File: src/rtl/segment_protection_unit.sv
// segment_protection_unit: per-segment execute/write permission check with a
// byte-wide config bus, sticky lock, scan access and first-fault capture.
// Optional feature macro: SPU_FAULT_COUNTER_EN (saturating fault counter,
// cleared by a config write to address 2*NB+1).
module segment_protection_unit #(
    parameter int unsigned ADDR_WIDTH = 8,
    parameter int unsigned SEG_BITS   = 4,
    parameter logic [(1 << SEG_BITS)-1:0] RESET_EXEC  = 16'h0001,
    parameter logic [(1 << SEG_BITS)-1:0] RESET_WRITE = 16'hFFFE
) (
    input  logic                  clk,
    input  logic                  rst,
    input  logic                  spu_enable,
    input  logic                  fetch_valid,
    input  logic [ADDR_WIDTH-1:0] fetch_addr,
    input  logic                  wr_valid,
    input  logic [ADDR_WIDTH-1:0] wr_addr,
    output logic                  exec_illegal,
    output logic                  wr_illegal,
    input  logic                  cfg_we,
    input  logic [SEG_BITS-2:0]   cfg_addr,
    input  logic [7:0]            cfg_wdata,
    output logic [7:0]            cfg_rdata,
    output logic                  fault_irq,
    output logic [1:0]            fault_cause,
    output logic [ADDR_WIDTH-1:0] fault_addr,
    output logic                  fault_overrun,
    input  logic                  fault_ack,
    output logic [7:0]            fault_count,
    input  logic                  scan_enable,
    input  logic                  scan_in,
    output logic                  scan_out
);

    localparam int unsigned SEG_COUNT = 1 << SEG_BITS;
    localparam int unsigned NB        = SEG_COUNT / 8;
    localparam int unsigned CA_W      = SEG_BITS - 1;

    localparam logic [CA_W-1:0] CTRL_ADDR = CA_W'(2 * NB);
    localparam logic [CA_W-1:0] CNT_ADDR  = CA_W'(2 * NB + 1);

    localparam logic [0:0] IDLE = 1'b0;
    localparam logic [0:0] PEND = 1'b1;

    logic [SEG_COUNT-1:0]  exec_mask;
    logic [SEG_COUNT-1:0]  write_mask;
    logic                  lock;
    logic [0:0]            state;
    logic [0:0]            state_nxt;
    logic [1:0]            cause_nxt;
    logic [ADDR_WIDTH-1:0] addr_nxt;
    logic                  overrun_nxt;
    logic [SEG_BITS-1:0]   fetch_seg;
    logic [SEG_BITS-1:0]   wr_seg;
    logic                  any_illegal;

    assign fetch_seg = fetch_addr[ADDR_WIDTH-1 -: SEG_BITS];
    assign wr_seg    = wr_addr[ADDR_WIDTH-1 -: SEG_BITS];

    // Illegal-access detection against the current (pre-write) masks
    assign exec_illegal = fetch_valid & spu_enable & ~scan_enable & ~exec_mask[fetch_seg];
    assign wr_illegal   = wr_valid & spu_enable & ~scan_enable & ~write_mask[wr_seg];
    assign any_illegal  = exec_illegal | wr_illegal;

    assign scan_out  = exec_mask[0];
    assign fault_irq = (state == PEND);

    // Mask and lock storage: scan shift, or config writes gated by lock
    always_ff @(posedge clk) begin
        if (rst) begin
            exec_mask  <= RESET_EXEC;
            write_mask <= RESET_WRITE;
            lock       <= 1'b0;
        end else if (scan_enable) begin
            {lock, write_mask, exec_mask} <= {scan_in, lock, write_mask, exec_mask[SEG_COUNT-1:1]};
        end else if (cfg_we) begin
            for (int unsigned b = 0; b < NB; b++) begin
                if (!lock && cfg_addr == CA_W'(b)) begin
                    exec_mask[8*b +: 8] <= cfg_wdata;
                end
                if (!lock && cfg_addr == CA_W'(NB + b)) begin
                    write_mask[8*b +: 8] <= cfg_wdata;
                end
            end
            if (cfg_addr == CTRL_ADDR && cfg_wdata[0]) begin
                lock <= 1'b1;
            end
        end
    end

    // Config read-back mux
    always_comb begin
        cfg_rdata = 8'h00;
        for (int unsigned b = 0; b < NB; b++) begin
            if (cfg_addr == CA_W'(b)) begin
                cfg_rdata = exec_mask[8*b +: 8];
            end
            if (cfg_addr == CA_W'(NB + b)) begin
                cfg_rdata = write_mask[8*b +: 8];
            end
        end
        if (cfg_addr == CTRL_ADDR) begin
            cfg_rdata = {7'h00, lock};
        end
`ifdef SPU_FAULT_COUNTER_EN
        if (cfg_addr == CNT_ADDR) begin
            cfg_rdata = fault_count;
        end
`endif
    end

    // Fault FSM state register and capture registers
    always_ff @(posedge clk) begin
        if (rst) begin
            state         <= IDLE;
            fault_cause   <= 2'b00;
            fault_addr    <= '0;
            fault_overrun <= 1'b0;
        end else begin
            state         <= state_nxt;
            fault_cause   <= cause_nxt;
            fault_addr    <= addr_nxt;
            fault_overrun <= overrun_nxt;
        end
    end

    // Fault FSM next state: first fault captured, later ones flag overrun
    always_comb begin
        state_nxt   = state;
        cause_nxt   = fault_cause;
        addr_nxt    = fault_addr;
        overrun_nxt = fault_overrun;
        if (!scan_enable) begin
            case (state)
                IDLE: begin
                    if (any_illegal) begin
                        state_nxt   = PEND;
                        cause_nxt   = {wr_illegal, exec_illegal};
                        addr_nxt    = exec_illegal ? fetch_addr : wr_addr;
                        overrun_nxt = 1'b0;
                    end
                end
                PEND: begin
                    if (fault_ack) begin
                        if (any_illegal) begin
                            state_nxt   = PEND;
                            cause_nxt   = {wr_illegal, exec_illegal};
                            addr_nxt    = exec_illegal ? fetch_addr : wr_addr;
                            overrun_nxt = 1'b0;
                        end else begin
                            state_nxt   = IDLE;
                            cause_nxt   = 2'b00;
                            addr_nxt    = '0;
                            overrun_nxt = 1'b0;
                        end
                    end else if (any_illegal) begin
                        overrun_nxt = 1'b1;
                    end
                end
                default: begin
                    state_nxt = IDLE;
                end
            endcase
        end
    end

`ifdef SPU_FAULT_COUNTER_EN
    // Saturating count of cycles with at least one illegal access
    always_ff @(posedge clk) begin
        if (rst) begin
            fault_count <= 8'h00;
        end else if (!scan_enable) begin
            if (cfg_we && cfg_addr == CNT_ADDR) begin
                fault_count <= 8'h00;
            end else if (any_illegal && fault_count != 8'hFF) begin
                fault_count <= fault_count + 8'h01;
            end
        end
    end
`else
    assign fault_count = 8'h00;
`endif

endmodule

File: config.mk
export PLATFORM = sky130hd
export DESIGN_NAME = segment_protection_unit
export DESIGN_NICKNAME = d
export VERILOG_FILES = /design/src/rtl/segment_protection_unit.sv
export SDC_FILE = /design/constraint.sdc
export NUM_CORES = 1
export LEC_CHECK = 0
export CAP_MARGIN = 20
export CORE_MARGIN = 4
export CORE_UTILIZATION = 45
export CTS_BUF_LIST = sky130_fd_sc_hd__clkbuf_16
export CTS_CLUSTER_DIAMETER = 100
export CTS_CLUSTER_SIZE = 12
export DETAILED_ROUTE_END_ITERATION = 10
export GPL_ROUTABILITY_DRIVEN = 0
export PLACE_DENSITY = 0.73
export SETUP_SLACK_MARGIN = 0.02
export SLEW_MARGIN = 10
export SYNTH_ARGS = -nofsm -noshare
export SYNTH_HDL_FRONTEND = slang
export SYNTH_SLANG_ARGS = --single-unit
export TNS_END_PERCENT = 50
File: constraint.sdc
create_clock -name clk -period 3.3 [get_ports clk]
set_input_delay 0.66 -clock clk [delete_from_list [all_inputs] [get_ports clk]]
set_output_delay 0.66 -clock clk [all_outputs]
set_load 0.01 [all_outputs]
# Word-level counts from Yosys, hierarchy flattened
# Cells that the tools add are included.
totals:
  wordCells: 85
  regBits: 45
  input_bits: 36
  out_inout_bits: 31
op_classes:
  eq_ne: 7
  mux: 36
  reduce_logical: 20
  bitwise_logic: 11
  magnitude_cmp: 2
op_table:
  columns: ["cell", "count"]
  rows:
  - ["$mux 8", 13]
  - ["$mux 16", 4]
  - ["$pmux 8 s2", 1]
  - ["$reduce_bool 2->1", 6]
  - ["$lt 4x5->1 const B", 2]
  - ["$mux 1", 10]
  - ["$reduce_and 2->1", 5]
  - ["$bmux 1 s4", 2]
  - ["$and 1x1->1", 6]
  - ["$eq 3x2->1 const B", 2]
  - ["$mux 2", 3]
  - ["$reduce_and 3->1", 2]
  - ["$logic_and 1x1->1", 5]
  - ["$ne 2x2->1 const B", 2]
  - ["$not 1->1", 4]
  - ["$pmux 1 s2", 2]
  - ["$pmux 2 s2", 1]
  - ["$eq 3x1->1 const B", 1]
  - ["$eq 3x3->1 const B", 1]
  - ["$logic_not 3->1", 1]
  - ["$ne 3x2->1 const B", 1]
  - ["$logic_not 1->1", 1]
  - ["$or 1x1->1", 1]

# Longest topological paths before layout
# Gate-level depths: netlist (run 1).
depth:
  depth_word: 8
  ltp_mapped: 9
  depth_no_buf: 6

# Worst setup path before layout (run 1)
# Ideal clock, no wire load.
synth_path:
  path_type: "input-to-output"
  from: "input fetch_addr[4]"
  to: "output exec_illegal"
  required_time_ns: 2.640
  slack_ns: 0.579
  arrival_time_ns: 2.061
  cell_stages: 6
  path_buffers: 2
  cell_sequence: "buf_6 mux4_1 mux2_2 a221o_1 buf_6 clkinv_8"
synth_via:
  elab_chain_cells: 4
synth_lines:
  columns: ["element", "line", "rtl"]
  rows:
  - ["start: declaration", "15", "input logic [ADDR_WIDTH-1:0] fetch_addr,"]
  - ["$bmux 1 s4", "61", "assign exec_illegal = fetch_valid & spu_enable & ~scan_enable & ~exec_mask[fetch_seg];"]
  - ["$mux 1 (not written as such)", "61", null]
  - ["$not 1->1", "61", null]
  - ["$and 1x1->1", "61", null]
  - ["end: declaration", "18", "output logic exec_illegal,"]
# Every way passes these cells. The select of a mux whose other input is x is not followed.

# Worst setup path in the final report (run 1)
layout_path:
  from: "input fetch_addr[6]"
  to: "output exec_illegal"
# The elaborated chain is that of the path after synthesis.

==> results of run 1 <==
## flip-flops by register name, summed over array words and instances (netlist names)
signal,count
exec_mask,16
fault_overrun,1
lock,1
fault_irq,1
write_mask,16
fault_cause,2
fault_addr,8
## power groups by stage
stage	sequential (uW)	clock [uW]	combinational (uW)
2_1_floorplan	604	0	166
3_3_place_gp	614	0	275
3_5_place_dp	614	0	280
4_1_cts	602	477	280
5_1_grt	607	497	304
6_report	603	474	280
## synth_stat cells (2+ instances only)
| master | n | area (um^2) |
|---|---|---|
| o32ai_1 | 8 | 70.1 |
| buf_1 | 3 | 11.3 |
| mux2i_1 | 19 | 190 |
| nor3_1 | 2 | 10.0 |
| a21oi_1 | 13 | 65.1 |
| a32o_1 | 2 | 20.0 |
| clkbuf_1 | 11 | 41.3 |
| and2b_1 | 2 | 15.0 |
| inv_1 | 12 | 45.0 |
| mux4_2 | 12 | 270 |
| a31o_2 | 3 | 26.3 |
| or2_2 | 2 | 12.5 |
| a22oi_1 | 8 | 60.1 |
| nor2_1 | 20 | 75.1 |
| a31oi_1 | 2 | 12.5 |
| buf_6 | 3 | 33.8 |
| o21ai_0 | 27 | 135 |
| mux4_1 | 2 | 52.6 |
| dfxtp_1 | 45 | 901 |
| nand2_1 | 19 | 71.3 |
| buf_4 | 8 | 60.1 |
| and2_1 | 12 | 75.1 |
| nor2b_1 | 19 | 119 |
| a211oi_1 | 18 | 135 |
## kinds of logic after synthesis
kind of cell,after synthesis,share of synthesized area
AO/OA/AOI/OAI,90,0.234
buffers and inverters,39,0.0801
flip-flops,45,0.339
multiplexers,34,0.197
other,1,0.00141
AND/OR/NAND/NOR,78,0.148
## through the flow
step / util / cell area (um^2)
2_1_floorplan: - / 2680
3_3_place_gp: 0.595 / 3330
3_5_place_dp: 0.595 / 3330
4_1_cts: 0.619 / 3470
5_1_grt: 0.620 / 3480
6_report: 0.620 / 3480
## layout make-up
class / count / area share
multi-input combinational: 210 / 0.452
sequential: 45 / 0.259
timing repair buffer: 74 / 0.206
clock buffer: 5 / 0.0360
tap: 72 / 0.0259
inverter: 13 / 0.0176
clock inverter: 3 / 0.00396
## worst min-delay path, stage by stage, from the launching register on
cell	delay [ns]
dfxtp_1	0.30
inv_1	0.05
o32ai_1	0.07
## repair_timing
item                                    4_1_cts  5_1_grt
endpoints found under the setup margin        2        3
pin swaps                                     1        0
gates resized for setup                      10        1
## worst paths after layout
path | from | endpoint | slack [ns] | cells past startpoint
hold / removal | fault_addr[1]$_SDFFE_PP0P_ | fault_addr[1]$_SDFFE_PP0P_ | 0.48 | 2
setup reg to reg | exec_mask[13]$_SDFFE_PP0P_ | fault_addr[3]$_SDFFE_PP0P_ | 1.03 | 7
hold reg to reg | fault_addr[1]$_SDFFE_PP0P_ | fault_addr[1]$_SDFFE_PP0P_ | 0.48 | 2
setup / recovery | fetch_addr[6] | exec_illegal | 0.12 | 6
## routing by layer
metal / track usage / up-vias / wire length (um)
li1: - / 1171 / -
met1: 0.271 / 1166 / 3280
met2: 0.352 / 84 / 3590
met3: 0.0466 / 12 / 490
met4: 0.0619 / 0 / 129
met5: 0 / - / 0
==> key figures, run 1 <==
Layout
  – Sequential cell area: 901 um^2
  – Commonest non-fill, non-tap cell in the layout: clkdlybuf4s50_1
  – Multi-input logic area: ~0.0016 mm^2
  – Area Growth Syn to Fin: 30.9%
  – Fill count: 497
  – Final net count: 385
  – Most frequent cells in the layout: clkdlybuf4s50_1, dfxtp_1, o21ai_0
  – Layout cells sized above 1: 0.143
  – Finished Layout Cells: about 420
  – Antenna Cells: 0

Drt
  – DRT antenna net count: 0
  – Total number of vias: around 2400
  – Vias/cell: 5.77
  – Post-route DRC: 0
  – DR iter-0 viols: 166
  – Pre-Repair DR Iteration Count: 4
  – WL final: 7.50 mm
  – Wirelength per Cell: roughly 18 um

Global routing
  – Global-route wire length before repair: 12.2 mm
  – Initial antenna violation count: 0
  – Largest net degree at the start of global routing: 59
  – Total gr overflow: 0
  – Gr usage total: 0.210
  – Vias in the first global route: 2358

Setup path
  – CP Capture Type: primary output
  – WP buf/inv: 3
  – CP max FO: 2
  – Largest stage delay on the critical path: a little over 0.5 ns
  – Crit path DAT: around 2.5 ns
  – Worst Path Class, Setup: input pin to primary output
  – CP max-delay cell: clkdlybuf4s50_1
  – WP data required: 2.64 ns
  – Cell family with the largest share of critical-path delay: buffers and inverters
  – Startpoint types: input pin
  – CP cell instances: clkdlybuf4s50_1, mux4_2, or2_2, a221o_2, clkinv_8, dlygate4sd2_1

Logic synthesis
  – Post-Syn Area: 0.00266 mm^2
  – Library cells used by synthesis: 39
  – #FFs+latches synth: 45
  – Number of synthesized flops with an enable pin: 0
  – Synth Flop Type: dfxtp_1
  – Ys async rst share: 0
  – Syn Inst Count: 287
  – Syn avg cell area: roughly 9.3 um^2
  – Synth Warn #: 0
  – Sequential area share after synthesis: 0.339

Pwr
  – Max VDD drop: 0.252 mV
  – Power density cells: 391 mW/mm^2
  – Clock Power Share: 0.349
  – Internal: 998 uW
  – Leak Pwr: between 0.001 and 0.0015 uW
  – Sw power: 360 uW
  – Power Total: approximately 1400 uW
  – Logic pwr share: 0.206
  – Switching power share of the total: 0.265
  – Reg power frac: 0.444

Timing
  – Setup ws final: 0.118 ns
  – Slew @ Worst Pin: 0.801 ns
  – Setup Viol. Count Final: 0
  – Period minus WS final: 3.18 ns
  – Final Max Tran Viols: 0
  – RSZ-0062 raised after global routing: no
  – Rel. slew slack: 0.464
  – Setup TNS: 0 ns
  – Fin crit share: 0.964
  – Final Hold Vio Count: 0
  – Highest achievable clock rate: 0.314 GHz
  – Hold WS: 0.478 ns
  – Clk_skew: 0.00472 ns

Placement
  – Dpl hpwl: 5.73 mm
  – IO buf count: slightly below 60
  – Pre-CTS WS: -0.477 ns
  – Dpl cells: roughly 410

Floorplan
  – Die ar.: about 0.007 mm^2
  – Die height: 84.8 um
  – Site Rows: 27
  – Core Area: 0.00561 mm^2
  – Chip width: 84.8 um
  – Io pins: 67
  – Initial Util: 0.474

Clocking
  – CTS tree: yes
  – Clk sink count: 45
  – CTS Root Cell: clkbuf_16
  – TritonCTS Buffers: 5
  – Max Buffers Root-to-Sink: 2
  – Worst-path clk slew: 0.06 ns
  – Setup bufs post-CTS: 0
  – Clock Latency Late Sink: 0.28 ns
  – H-tree depth: 2
  – Hold_buf cts: 0

Run
  – Max cap viols: 0

Status
  – Status: completed

Min path
  – Worst Hold Class: flop to flop
Power figures use the tool's default switching activity.
==> run 2: changes to the inputs <==
--- a/config.mk
+++ b/config.mk
@@ -9,7 +9,6 @@
 export CORE_MARGIN = 4
 export CORE_UTILIZATION = 45
 export CTS_BUF_LIST = sky130_fd_sc_hd__clkbuf_16
-export CTS_CLUSTER_DIAMETER = 100
 export CTS_CLUSTER_SIZE = 12
 export DETAILED_ROUTE_END_ITERATION = 10
 export GPL_ROUTABILITY_DRIVEN = 0
==> results of run 2 <==
Final layout, timing and power as in run 1 (identical DEF).
==> run 3: changes to the inputs <==
--- a/config.mk
+++ b/config.mk
@@ -9,6 +9,7 @@
 export CORE_MARGIN = 4
 export CORE_UTILIZATION = 45
 export CTS_BUF_LIST = sky130_fd_sc_hd__clkbuf_16
+export CTS_CLUSTER_DIAMETER = 30
 export CTS_CLUSTER_SIZE = 12
 export DETAILED_ROUTE_END_ITERATION = 10
 export GPL_ROUTABILITY_DRIVEN = 0
==> results of run 3 <==
Final layout, timing and power as in run 1 (identical DEF).
==> edit: new RTL, flow settings as in run 2 <==
Build with the macro `SPU_FAULT_COUNTER_EN` defined.
--- a/src/rtl/segment_protection_unit.sv
+++ b/src/rtl/segment_protection_unit.sv
@@ -3,4 +3,6 @@
 // Optional feature macro: SPU_FAULT_COUNTER_EN (saturating fault counter,
 // cleared by a config write to address 2*NB+1).
+`define SPU_FAULT_COUNTER_EN
+
 module segment_protection_unit #(
     parameter int unsigned ADDR_WIDTH = 8,
Behaviour: not the same (Yosys sat finds a counterexample within 4 cycles, from zero or initial values and one cycle with rst high).
==> edit against run 2 <==
  * Total power increased by 21%
  * Die area up 16%
  * Hold slack worse by 0.0045 ns
  * Cell area rose by 20%
  * Worst setup slack got worse by 0.067 ns
  * Core utilization down 0.074 points
  * Wire length is 30% higher
  * Synthesized area increased by 18%
  * Maximum frequency is 2.1% lower
  * Sequential cell count up 8
  * Sequential power up 19%
  * Critical endpoint is now cfg_rdata[3]
  * Largest power group unchanged
  * Highest routed layer unchanged
==> edit: results (changes against run 2) <==
----------------------------------------------------
[Timing]
  Slew of the pin with the lowest slew margin ... 0.761 ns (was 0.801 ns)
  Skew final ... 0.00463 ns (was 0.00472 ns)

[Logic synthesis]
  Adder and majority cell fraction of the synthesized area ... 0.400% (was 0%)
  Post-synthesis compound-gate area fraction ... 31.6% (was 23.4%)
  Leading post-synthesis cells by instance count ... 53 x dfxtp_1, 43 x nor2_1, 31 x nand2_1 (was 45 x dfxtp_1, 27 x o21ai_0, 20 x nor2_1)
  Share of cell area taken by muxes after synthesis ... 8.56% (was 19.7%)
  XOR/XNOR share of the synthesized area ... 0.280% (was 0%)
  Mean area per synthesized cell ... 8.21 um2 (was 9.26 um2)
  Number of synthesis warnings ... 0 (unchanged)
  Fraction of the yosys area taken by sequential cells ... 33.9% (about the same)
  Synth top area cells ... dfxtp_1 34%, a211oi_1 5.3%, nor2_1 5.2%, a21oi_1 4.5%, a22oi_1 4.1% (was dfxtp_1 34%, mux4_2 10%, mux2i_1 7.2%, a211oi_1 5.1%, o21ai_0 5.1%)
  Distinct cell type count of the synthesized netlist ... 47 (was 39)

[Flow run]
  Reported max-cap violation count ... 0 (unchanged)

[Pwr]
  Leakage power figure ... 1.64 nW (was 1.36 nW)
  Maximum resistive drop on vdd ... 0.272 mV (was 0.252 mV)

[Status]
  Status ... complete, no violations (unchanged)

[Place]
  Port buffer count ... 66 (was 58)
  Worst slack, placed ... -0.265 ns (was -0.477 ns)
  Cells after DPL ... 529 (was 414)
  HPWL reported at the end of detailed placement ... 7250 um (was 5730 um)
  Instance area after placement ... 3990 um2 (was 3330 um2)

[Finish]
  Ratio of cells with drive above 1 in the final layout ... 12.0% (was 14.3%)
  Count of placed standard cells in the final layout, fillers left out ... 537 (was 422)
  Largest registers in the final layout ... exec_mask (16), write_mask (16) (was exec_mask (16), write_mask (16), fault_addr (8))
  Layout Nets ... 493 (was 385)

[Route]
  1st-pass router iterations ... 5 (was 4)
  Iteration-0 DRC Markers ... 219 (was 166)
  Vias per cell ... 6.04 (was 5.77)
  Total wire length after detailed routing ... 9760 um (was 7500 um)

[CTS]
  Source-to-sink clock delay at the later pin of the worst-skew pair ... roughly 0.29 ns
  Clock transition at path regs ... 0.06 ns (about the same)
  Max Root-Sink Buffers ... 2 (unchanged)

[Critical path]
  Top fanout value on the critical path ... 8 (was 2)
  WP data arrival ... 2.59 ns (was 2.52 ns)
  Longest individual stage delay on the worst path ... 0.53 ns (was 0.51 ns)

[Global routing]
  Met3 usage in global routing ... 5.22% (was 4.66%)
  First-pass GRT wire length ... 15700 um (was 12200 um)
  Met1 GRT Util ... 30.6% (was 27.1%)
  Global-route usage over all layers ... 23.5% (was 21.0%)
  GR met2 Demand/Resource ... 38.4% (was 35.2%)
  Vias in the first global route ... 3067 (was 2358)
  Maximum number of pins on one net before global-route repair ... 56 (was 59)

----------------------------------------------------
-- edit: cell types whose count changed after synthesis, moves of 9 or more --
cell / before / now
a22oi_1: 8 / 17
o21bai_1: 0 / 16
a21oi_1: 13 / 28
o21ai_0: 27 / 10
nand2_1: 19 / 31
nand2b_1: 0 / 12
o22ai_1: 0 / 13
and3_1: 0 / 14
nor2_1: 20 / 43
and2_1: 12 / 1
mux4_2: 12 / 3
-- edit: layout make-up --
class | instances | area (um2)
Fill cell | 578 | 2570
Sequential cell | 53 | 1060
Timing Repair Buffer | 91 | 860
Multi-Input combinational cell | 297 | 1970
Inverter | 8 | 30.0
Clock buffer | 5 | 125
Tap cell | 80 | 100
Clock inverter | 3 | 37.5
-- edit: power breakdown --
group | internal (mW) | leakage, nW | switching (mW)
clock | 0.353 | 0.0826 | 0.221
combinational | 0.178 | 1.12 | 0.177
sequential | 0.675 | 0.434 | 0.0430
total | 1.21 | 1.64 | 0.441
-- edit: timing repair --
action	4_1_cts	5_1_grt
gates resized for setup	12	7
setup endpoints to repair	8	6
cloned	0	0
pin swaps	0	1
-- edit: routing by layer --
layer  share of wire (%)  up-vias
met3                 7.7       21
met2                  47      138
met1                  43     1513
met5                   0        -
li1                    -     1573
met4                 2.4        0
-- edit: critical path, delay by kind of cell --
kind | cells | cell delay [ns]
buf+inv | 3 | 1.06
compound gates | 3 | 0.78
mux | 1 | 0.08
-- edit: final timing paths --
| path | start | cells past startpoint | endpoint | slack (ns) |
|---|---|---|---|---|
| setup reg to reg | write_mask[9] | 7 | fault_addr[7] | 1.13 |
| setup / recovery | cfg_addr[1] | 7 | cfg_rdata[3] | 0.05 |
| hold / removal | fault_cause[1] | 2 | fault_cause[1] | 0.47 |
| hold reg to reg | fault_cause[1] | 2 | fault_cause[1] | 0.47 |
-- edit: logic make-up (layout without fill, tap and decap cells) --
family	Yosys count	after routing
simple gates	135	135
flops	53	53
compound gates	142	142
buf+inv	31	107
mux	18	18
xor+xnor	1	1
fa+ha+maj	1	1
